--- src/rtl/andla_sdma_pkg.sv ---
// andla_sdma_pkg: types and constants shared by the store-DMA engine.
//   sdma_state_e      : control FSM states
//   SDMA_BEAT_BYTES   : EXRAM byte increment per beat
//   sdma_fifo_entry_t : one buffered write {byte address, beat data}
package andla_sdma_pkg;

  localparam int unsigned SDMA_EXRAM_ADDR_BW = 32;
  localparam int unsigned SDMA_DATA_BW       = 64;
  localparam int unsigned SDMA_BEAT_BYTES    = SDMA_DATA_BW / 8;

  typedef enum logic [1:0] {
    S_IDLE,
    S_RUN,
    S_DRAIN,
    S_DONE
  } sdma_state_e;

  typedef struct packed {
    logic [SDMA_EXRAM_ADDR_BW-1:0] addr;
    logic [SDMA_DATA_BW-1:0]       data;
  } sdma_fifo_entry_t;

endpackage

--- src/rtl/andla_sdma_fifo.sv ---
// andla_sdma_fifo: synchronous FIFO with occupancy count.
//   clk, rst        : clock, synchronous active-high reset
//   push, push_data : write side (ignored when full unless popping in the same cycle)
//   pop, pop_data   : read side, pop_data is the current head (ignored when empty)
//   count           : number of stored entries (0..DEPTH)
module andla_sdma_fifo #(
  parameter int unsigned WIDTH = 96,
  parameter int unsigned DEPTH = 4
) (
  input  logic                     clk,
  input  logic                     rst,
  input  logic                     push,
  input  logic [WIDTH-1:0]         push_data,
  input  logic                     pop,
  output logic [WIDTH-1:0]         pop_data,
  output logic [$clog2(DEPTH):0]   count
);

  localparam int unsigned AW = $clog2(DEPTH);

  logic [WIDTH-1:0] mem_q [DEPTH];
  logic [WIDTH-1:0] mem_d [DEPTH];
  logic [AW-1:0]    wr_ptr_q, wr_ptr_d;
  logic [AW-1:0]    rd_ptr_q, rd_ptr_d;
  logic [AW:0]      count_q, count_d;
  logic             do_push, do_pop;

  always_comb begin
    do_pop  = pop && (count_q != '0);
    do_push = push && ((count_q != (AW+1)'(DEPTH)) || do_pop);

    for (int unsigned i = 0; i < DEPTH; i++) begin
      mem_d[i] = mem_q[i];
    end
    wr_ptr_d = wr_ptr_q;
    rd_ptr_d = rd_ptr_q;
    count_d  = count_q;

    if (do_push) begin
      mem_d[wr_ptr_q] = push_data;
      wr_ptr_d        = wr_ptr_q + AW'(1);
    end
    if (do_pop) begin
      rd_ptr_d = rd_ptr_q + AW'(1);
    end
    if (do_push && !do_pop) begin
      count_d = count_q + (AW+1)'(1);
    end else if (do_pop && !do_push) begin
      count_d = count_q - (AW+1)'(1);
    end
  end

  always_ff @(posedge clk) begin
    if (rst) begin
      wr_ptr_q <= '0;
      rd_ptr_q <= '0;
      count_q  <= '0;
    end else begin
      wr_ptr_q <= wr_ptr_d;
      rd_ptr_q <= rd_ptr_d;
      count_q  <= count_d;
    end
  end

  always_ff @(posedge clk) begin
    for (int unsigned i = 0; i < DEPTH; i++) begin
      mem_q[i] <= mem_d[i];
    end
  end

  always_comb begin
    pop_data = mem_q[rd_ptr_q];
    count    = count_q;
  end

endmodule

--- src/rtl/andla_sdma.sv ---
// andla_sdma: store-DMA engine, copies a 4-D tensor from SHRAM to EXRAM.
//   clk, rst_n             : clock, synchronous ACTIVE-HIGH reset (rst_n=1 resets)
//   rf_sdma_*              : start pulse, base addresses, c/w/h/n counts, byte strides
//   shram_rd_*             : linear SHRAM reads, data returns SHRAM_RD_LAT cycles later
//   exram_wr_*             : valid/ready write channel fed from the write-data FIFO
//   rf_sdma_busy/done/except_trigger/chsum_data : status back to the register file
module andla_sdma
  import andla_sdma_pkg::*;
#(
  parameter int unsigned EXRAM_ADDR_BW = 32,
  parameter int unsigned SHRAM_ADDR_BW = 16,
  parameter int unsigned DIM_BW        = 16,
  parameter int unsigned STRIDE_BW     = 32,
  parameter int unsigned DATA_BW       = 64,
  parameter int unsigned SHRAM_RD_LAT  = 2,
  parameter int unsigned FIFO_DEPTH    = 4
) (
  input  logic                     clk,
  input  logic                     rst_n,
  input  logic                     rf_sdma_start,
  input  logic [EXRAM_ADDR_BW-1:0] rf_sdma_exram_addr,
  input  logic [SHRAM_ADDR_BW-1:0] rf_sdma_shram_addr,
  input  logic [DIM_BW-1:0]        rf_sdma_c,
  input  logic [DIM_BW-1:0]        rf_sdma_w,
  input  logic [DIM_BW-1:0]        rf_sdma_h,
  input  logic [DIM_BW-1:0]        rf_sdma_n,
  input  logic [STRIDE_BW-1:0]     rf_sdma_exram_stride_w_size,
  input  logic [STRIDE_BW-1:0]     rf_sdma_exram_stride_h_size,
  input  logic [STRIDE_BW-1:0]     rf_sdma_exram_stride_n_size,
  output logic                     shram_rd_en,
  output logic [SHRAM_ADDR_BW-1:0] shram_rd_addr,
  input  logic [DATA_BW-1:0]       shram_rd_data,
  output logic                     exram_wr_valid,
  input  logic                     exram_wr_ready,
  output logic [EXRAM_ADDR_BW-1:0] exram_wr_addr,
  output logic [DATA_BW-1:0]       exram_wr_data,
  output logic                     rf_sdma_busy,
  output logic                     rf_sdma_done,
  output logic                     rf_sdma_except_trigger,
  output logic [31:0]              rf_sdma_chsum_data
);

  localparam int unsigned CNT_W = $clog2(FIFO_DEPTH) + 1;
  localparam int unsigned WORDS = DATA_BW / 32;

  sdma_state_e state_q, state_d;

  logic [EXRAM_ADDR_BW-1:0] exram_base_q, exram_base_d;
  logic [DIM_BW-1:0]        c_q, c_d, w_q, w_d, h_q, h_d, n_q, n_d;
  logic [EXRAM_ADDR_BW-1:0] stride_w_q, stride_w_d;
  logic [EXRAM_ADDR_BW-1:0] stride_h_q, stride_h_d;
  logic [EXRAM_ADDR_BW-1:0] stride_n_q, stride_n_d;
  logic [DIM_BW-1:0]        ci_q, ci_d, wi_q, wi_d, hi_q, hi_d, ni_q, ni_d;
  logic [EXRAM_ADDR_BW-1:0] off_c_q, off_c_d, off_w_q, off_w_d;
  logic [EXRAM_ADDR_BW-1:0] off_h_q, off_h_d, off_n_q, off_n_d;
  logic [SHRAM_ADDR_BW-1:0] rd_ptr_q, rd_ptr_d;
  logic [CNT_W-1:0]         inflight_q, inflight_d;
  logic [SHRAM_RD_LAT-1:0]  pipe_vld_q, pipe_vld_d;
  logic [EXRAM_ADDR_BW-1:0] pipe_addr_q [SHRAM_RD_LAT];
  logic [EXRAM_ADDR_BW-1:0] pipe_addr_d [SHRAM_RD_LAT];
  logic [31:0]              chsum_q, chsum_d;
  logic                     except_q, except_d;

  logic                     zero_dim, credit_ok, rd_fire, last_tuple;
  logic                     last_c, last_w, last_h, last_n;
  logic [EXRAM_ADDR_BW-1:0] issue_addr;
  logic [31:0]              beat_sum;

  logic                     fifo_push, fifo_pop;
  logic [CNT_W-1:0]         fifo_count;
  sdma_fifo_entry_t         fifo_in, fifo_head;

  andla_sdma_fifo #(
    .WIDTH ($bits(sdma_fifo_entry_t)),
    .DEPTH (FIFO_DEPTH)
  ) u_fifo (
    .clk       (clk),
    .rst       (rst_n),
    .push      (fifo_push),
    .push_data (fifo_in),
    .pop       (fifo_pop),
    .pop_data  (fifo_head),
    .count     (fifo_count)
  );

  always_comb begin
    zero_dim   = (rf_sdma_c == '0) || (rf_sdma_w == '0) ||
                 (rf_sdma_h == '0) || (rf_sdma_n == '0);
    // Reads already in flight have a reserved FIFO slot, so counting them
    // as occupied keeps the FIFO from ever overflowing.
    credit_ok  = ({1'b0, fifo_count} + {1'b0, inflight_q}) < (CNT_W+1)'(FIFO_DEPTH);
    rd_fire    = (state_q == S_RUN) && credit_ok;
    last_c     = (ci_q == c_q - DIM_BW'(1));
    last_w     = (wi_q == w_q - DIM_BW'(1));
    last_h     = (hi_q == h_q - DIM_BW'(1));
    last_n     = (ni_q == n_q - DIM_BW'(1));
    last_tuple = last_c && last_w && last_h && last_n;
    issue_addr = exram_base_q + off_c_q + off_w_q + off_h_q + off_n_q;

    fifo_push     = pipe_vld_q[SHRAM_RD_LAT-1];
    fifo_in.addr  = pipe_addr_q[SHRAM_RD_LAT-1];
    fifo_in.data  = shram_rd_data;
    exram_wr_valid = (fifo_count != '0);
    fifo_pop      = exram_wr_valid && exram_wr_ready;

    beat_sum = '0;
    for (int unsigned i = 0; i < WORDS; i++) begin
      beat_sum = beat_sum + fifo_head.data[i*32 +: 32];
    end
  end

  always_comb begin
    state_d      = state_q;
    exram_base_d = exram_base_q;
    c_d          = c_q;
    w_d          = w_q;
    h_d          = h_q;
    n_d          = n_q;
    stride_w_d   = stride_w_q;
    stride_h_d   = stride_h_q;
    stride_n_d   = stride_n_q;
    ci_d         = ci_q;
    wi_d         = wi_q;
    hi_d         = hi_q;
    ni_d         = ni_q;
    off_c_d      = off_c_q;
    off_w_d      = off_w_q;
    off_h_d      = off_h_q;
    off_n_d      = off_n_q;
    rd_ptr_d     = rd_ptr_q;
    chsum_d      = chsum_q;
    except_d     = 1'b0;

    pipe_vld_d[0]  = rd_fire;
    pipe_addr_d[0] = issue_addr;
    for (int unsigned i = 1; i < SHRAM_RD_LAT; i++) begin
      pipe_vld_d[i]  = pipe_vld_q[i-1];
      pipe_addr_d[i] = pipe_addr_q[i-1];
    end

    inflight_d = inflight_q;
    if (rd_fire && !fifo_push) begin
      inflight_d = inflight_q + CNT_W'(1);
    end else if (fifo_push && !rd_fire) begin
      inflight_d = inflight_q - CNT_W'(1);
    end

    if (fifo_pop) begin
      chsum_d = chsum_q + beat_sum;
    end

    // Odometer over (c, w, h, n); offsets are running sums so no multiplier.
    if (rd_fire) begin
      rd_ptr_d = rd_ptr_q + SHRAM_ADDR_BW'(1);
      if (!last_c) begin
        ci_d    = ci_q + DIM_BW'(1);
        off_c_d = off_c_q + EXRAM_ADDR_BW'(SDMA_BEAT_BYTES);
      end else begin
        ci_d    = '0;
        off_c_d = '0;
        if (!last_w) begin
          wi_d    = wi_q + DIM_BW'(1);
          off_w_d = off_w_q + stride_w_q;
        end else begin
          wi_d    = '0;
          off_w_d = '0;
          if (!last_h) begin
            hi_d    = hi_q + DIM_BW'(1);
            off_h_d = off_h_q + stride_h_q;
          end else begin
            hi_d    = '0;
            off_h_d = '0;
            if (!last_n) begin
              ni_d    = ni_q + DIM_BW'(1);
              off_n_d = off_n_q + stride_n_q;
            end
          end
        end
      end
    end

    unique case (state_q)
      S_IDLE: begin
        if (rf_sdma_start) begin
          if (zero_dim) begin
            except_d = 1'b1;
          end else begin
            exram_base_d = rf_sdma_exram_addr;
            c_d          = rf_sdma_c;
            w_d          = rf_sdma_w;
            h_d          = rf_sdma_h;
            n_d          = rf_sdma_n;
            stride_w_d   = EXRAM_ADDR_BW'(rf_sdma_exram_stride_w_size);
            stride_h_d   = EXRAM_ADDR_BW'(rf_sdma_exram_stride_h_size);
            stride_n_d   = EXRAM_ADDR_BW'(rf_sdma_exram_stride_n_size);
            ci_d         = '0;
            wi_d         = '0;
            hi_d         = '0;
            ni_d         = '0;
            off_c_d      = '0;
            off_w_d      = '0;
            off_h_d      = '0;
            off_n_d      = '0;
            rd_ptr_d     = rf_sdma_shram_addr;
            chsum_d      = '0;
            state_d      = S_RUN;
          end
        end
      end
      S_RUN: begin
        if (rd_fire && last_tuple) begin
          state_d = S_DRAIN;
        end
      end
      S_DRAIN: begin
        // Leave on the final handshake itself so done lands the next cycle.
        if ((inflight_q == '0) &&
            ((fifo_count == '0) || ((fifo_count == CNT_W'(1)) && fifo_pop))) begin
          state_d = S_DONE;
        end
      end
      S_DONE: begin
        state_d = S_IDLE;
      end
      default: begin
        state_d = S_IDLE;
      end
    endcase
  end

  always_ff @(posedge clk) begin
    if (rst_n) begin
      state_q      <= S_IDLE;
      exram_base_q <= '0;
      c_q          <= '0;
      w_q          <= '0;
      h_q          <= '0;
      n_q          <= '0;
      stride_w_q   <= '0;
      stride_h_q   <= '0;
      stride_n_q   <= '0;
      ci_q         <= '0;
      wi_q         <= '0;
      hi_q         <= '0;
      ni_q         <= '0;
      off_c_q      <= '0;
      off_w_q      <= '0;
      off_h_q      <= '0;
      off_n_q      <= '0;
      rd_ptr_q     <= '0;
      inflight_q   <= '0;
      pipe_vld_q   <= '0;
      chsum_q      <= '0;
      except_q     <= 1'b0;
      for (int unsigned i = 0; i < SHRAM_RD_LAT; i++) begin
        pipe_addr_q[i] <= '0;
      end
    end else begin
      state_q      <= state_d;
      exram_base_q <= exram_base_d;
      c_q          <= c_d;
      w_q          <= w_d;
      h_q          <= h_d;
      n_q          <= n_d;
      stride_w_q   <= stride_w_d;
      stride_h_q   <= stride_h_d;
      stride_n_q   <= stride_n_d;
      ci_q         <= ci_d;
      wi_q         <= wi_d;
      hi_q         <= hi_d;
      ni_q         <= ni_d;
      off_c_q      <= off_c_d;
      off_w_q      <= off_w_d;
      off_h_q      <= off_h_d;
      off_n_q      <= off_n_d;
      rd_ptr_q     <= rd_ptr_d;
      inflight_q   <= inflight_d;
      pipe_vld_q   <= pipe_vld_d;
      chsum_q      <= chsum_d;
      except_q     <= except_d;
      for (int unsigned i = 0; i < SHRAM_RD_LAT; i++) begin
        pipe_addr_q[i] <= pipe_addr_d[i];
      end
    end
  end

  always_comb begin
    shram_rd_en            = rd_fire;
    shram_rd_addr          = rd_ptr_q;
    exram_wr_addr          = exram_wr_valid ? fifo_head.addr : '0;
    exram_wr_data          = exram_wr_valid ? fifo_head.data : '0;
    rf_sdma_busy           = (state_q != S_IDLE);
    rf_sdma_done           = (state_q == S_DONE);
    rf_sdma_except_trigger = except_q;
    rf_sdma_chsum_data     = chsum_q;
  end

endmodule

--- config.mk ---
export PLATFORM = sky130hd
export DESIGN_NAME = andla_sdma
export DESIGN_NICKNAME = d
export VERILOG_FILES = /design/src/rtl/andla_sdma_pkg.sv /design/src/rtl/andla_sdma_fifo.sv /design/src/rtl/andla_sdma.sv
export SDC_FILE = /design/constraint.sdc
export NUM_CORES = 2
export LEC_CHECK = 0
export BUFFER_PORTS_ARGS = -buffer_cell sky130_fd_sc_hd__buf_2
export CAP_MARGIN = 20
export CORE_ASPECT_RATIO = 1.5
export CORE_MARGIN = 3
export CORE_UTILIZATION = 55
export CTS_BUF_LIST = sky130_fd_sc_hd__clkbuf_4
export CTS_CLUSTER_SIZE = 20
export DETAILED_ROUTE_END_ITERATION = 12
export GPL_ROUTABILITY_DRIVEN = 0
export PLACE_DENSITY = 0.8
export SETUP_SLACK_MARGIN = 0.02
export SLEW_MARGIN = 20
export SYNTH_ARGS = -nofsm -noshare
export SYNTH_HDL_FRONTEND = slang
export SYNTH_HIERARCHICAL = 1
export SYNTH_SLANG_ARGS = --single-unit
--- constraint.sdc ---
create_clock -name clk -period 10.2 [get_ports clk]
set_input_delay 3.06 -clock clk [delete_from_list [all_inputs] [get_ports clk]]
set_output_delay 3.06 -clock clk [all_outputs]
set_load 0.02 [all_outputs]
==> reports/metrics.yaml <==
outcome:
  outcome: "finished clean"
timing:
  skew_ps: 74.8
  maxSlewHeadroom: 0.305
  rsz0062_at_grt: "false"
  worstMarginPinSlew_ps: 1040
  drv_slew: 0
  fin_crit_ps: 6720
  fin_crit_sh: 0.659
  fin_tns_setup_ps: 0
  hold_viol: 0
  setup_viol: 0
  fmax_mhz: 149
  fin_ws_ps: 3480
routing:
  viasPerCell: 5.58
  dr.pass1.iters: 6
  drtIter0Drc: 2262
  drc: 0
  wl_per_cell_um: 19.1
  ant_nets: 0
  drt-total-wl_mm: 119
  via_count: 34767
synth:
  yosysUniqueCellTypes: 82
  synth_top_area_cell: "edfxtp_1"
  synth_top_area_frac: 0.251
  avgSynthCellArea_um2: 10.3
  async_reset_ff_frac: 0
  netlist_top_cells_area: "edfxtp_1 (25%), dfxtp_1 (22%), fa_1 (5.6%), ha_1 (4.8%), nand2_1 (4.7%)"
  ys_top_cells_by_count: "nand2_1 (577), dfxtp_1 (513), edfxtp_1 (384), a21oi_1 (365), inv_1 (331)"
  synth_nets: 5054
  synth_ff_type: "dfxtp_1"
  synth_edf_count: 384
  synth.most_common_cell: "nand2_1"
  synth_area_um2: 45900
  synth-seq-cells: 897
  synth_cells: 4471
  synth-seq-area-share: 0.475
  yosys_warnings: 6
power_and_ir_drop:
  seq_power_share: 0.418
  p_clk_frac: 0.276
  p_int_mw: 6.59
  peakVddDrop_v: 0.000151
  p_switching_mw: 3.64
  p_per_area_nw_per_um2: 198
  comb_power_share: 0.306
  swShare: 0.356
  p_total_mw: 10.2
  p_leak_nw: 20.9
placed_design:
  portBuffers: 424
  hpwl_mm: 88.6
  dp_cells: 5843
  pre_cts_ws_ps: 3350
clock_tree:
  cts_tree: "built"
  clk_path_buf_depth: 3
  htree_num_levels: 4
  post_cts_buffers: 0
  root_buffer: "clkbuf_4"
  ctsResizeCount: 0
  cts_buffers: 208
  cts.sinks: 897
  clkTransAtPathRegs_ps: 70
  holdBufCountCts: 0
  clk_latency_ps: 1110
worst_setup_path:
  worstPathCellList: "buf_4 -> mux4_2 -> and2_1 -> buf_2"
  cp_max_fo: 43
  critical_path_class: "flop to output pin"
  cp.arrival_ps: 3660
  crit_required_ps: 7140
  endpoint_kind: "output pin"
  reg2reg_slack_ps: 4290
  cp-start-kind: "flop"
  timing.critical_path.slowest_stage_cell: "buf_4"
  cpPeakStageDelay_ps: 740
cells_and_area:
  nFillCells: 6821
  final_layout_size_suffix_gt1_frac: 0.176
  final_nets: 5524
  ff_latch_area_um2: 21800
  utilization: 0.624
  area_growth_pct: 12.4
  layout.cells.non_filler: 6234
  multiInputGateArea_um2: 22100
global_routing:
  grt_pass1_wl_mm: 186
  overflow: 0
  grt_pass1_vias: 34817
  grt_max_degree: 193
  antenna_found_initial: 11
  track_usage: 0.271
die:
  core_area_um2: 82600
  dieArea_um2: 87100
  die_h_um: 360
  ios: 425
  initial_utilization: 0.556
  row_count: 129
  die_w_um: 242
flow_run:
  maxCapViolCount: 0
worst_hold_path:
  hold_class: "flop to flop"
[per-stage QoR]
| step | instance area (um^2) | hold slack (ps) |
|---|---|---|
| 3_3_place_gp | 48900 | 419 |
| 2_1_floorplan | 45900 | 414 |
| 4_1_cts | 51500 | 445 |
| 5_1_grt | 51600 | 457 |
| 6_report | 51600 | 441 |
| 3_5_place_dp | 48900 | 431 |
[critical path: cells and delay by family, from the launching register on]
| family | cells | cell delay (ps) |
|---|---|---|
| and+or+nand+nor | 1 | 180 |
| buffers and inverters | 2 | 890 |
| muxes | 1 | 740 |
| DFF | 1 | 650 |
[layer usage]
layer / vias up / share of wire / global-route usage / wire, um
li1: 16767 / - / - / -
met1: 16433 / 0.37 / 0.303 / 44200
met2: 1243 / 0.50 / 0.471 / 58900
met3: 316 / 0.065 / 0.0599 / 7750
met4: 8 / 0.067 / 0.169 / 8010
met5: - / 0.00029 / 0 / 34
[layout make-up]
type | count | area share
repair buffers | 450 | 0.0457
clock inverters | 93 | 0.00977
flip-flops and latches | 897 | 0.423
inverters | 332 | 0.0241
clock buffers | 285 | 0.0415
well taps | 1113 | 0.0270
diodes | 12 | 0.000582
multi-input cells | 3052 | 0.429
[path summary, 6_finish.rpt]
| kind | start | end | cells after the start |
|---|---|---|---|
| worst max register to register | flop | rf_sdma_chsum_data[31] | 16 |
| worst max-delay path | flop | exram_wr_data[25] | 4 |
| worst min-delay path | pipe_addr_q[0][15] | pipe_addr_q[0][47] | 1 |
| worst min register to register | pipe_addr_q[0][15] | pipe_addr_q[0][47] | 1 |
[registers in the layout (all words and copies together), names as in the netlist, 3 cells and up, named ones only]
register and cells:
u_fifo/mem_q 384, pipe_addr_q 64, exram_base_q 32, off_c_q 32
off_h_q 32, off_n_q 32, off_w_q 32, rf_sdma_chsum_data 32
stride_h_q 32, stride_n_q 32, stride_w_q 32, c_q 16
ci_q 16, h_q 16, hi_q 16, n_q 16
ni_q 16, shram_rd_addr 16, w_q 16, wi_q 16
inflight_q 3, u_fifo/count 3
[power by group through the flow]
stage          clock network, mW  logic, mW  registers (mW)
6_report                    2.82       3.13            4.27
5_1_grt                     3.10       3.45            4.30
4_1_cts                     2.91       3.11            4.27
3_5_place_dp                   0       3.10            4.35
3_3_place_gp                   0       3.03            4.34
2_1_floorplan                  0       2.23            4.29
[layout by cell type, fill, tap and decap left out, drive strengths merged, types with 82 or more instances in the layout]
cell	count
nand2	577
dfxtp	513
buf	450
edfxtp	384
a21oi	366
inv	336
clkbuf	285
nor2	276
ha	178
xnor2	169
o21ai	145
xor2	131
fa	129
and2	118
mux4	96
nand3	96
clkinv	82
[kinds of logic (layout without fill, tap and decap cells)]
kind of cell / after synthesis / after routing / share of synthesized area
fa+ha+maj: 307 / 307 / 0.105
flops: 897 / 897 / 0.475
simple gates: 1459 / 1459 / 0.151
mux: 118 / 118 / 0.0521
other cells: 0 / 12 / 0
compound gates: 868 / 868 / 0.116
xor+xnor: 300 / 300 / 0.0572
buf+inv: 522 / 1160 / 0.0450
Note: power is estimated with default switching activity, not from simulation.
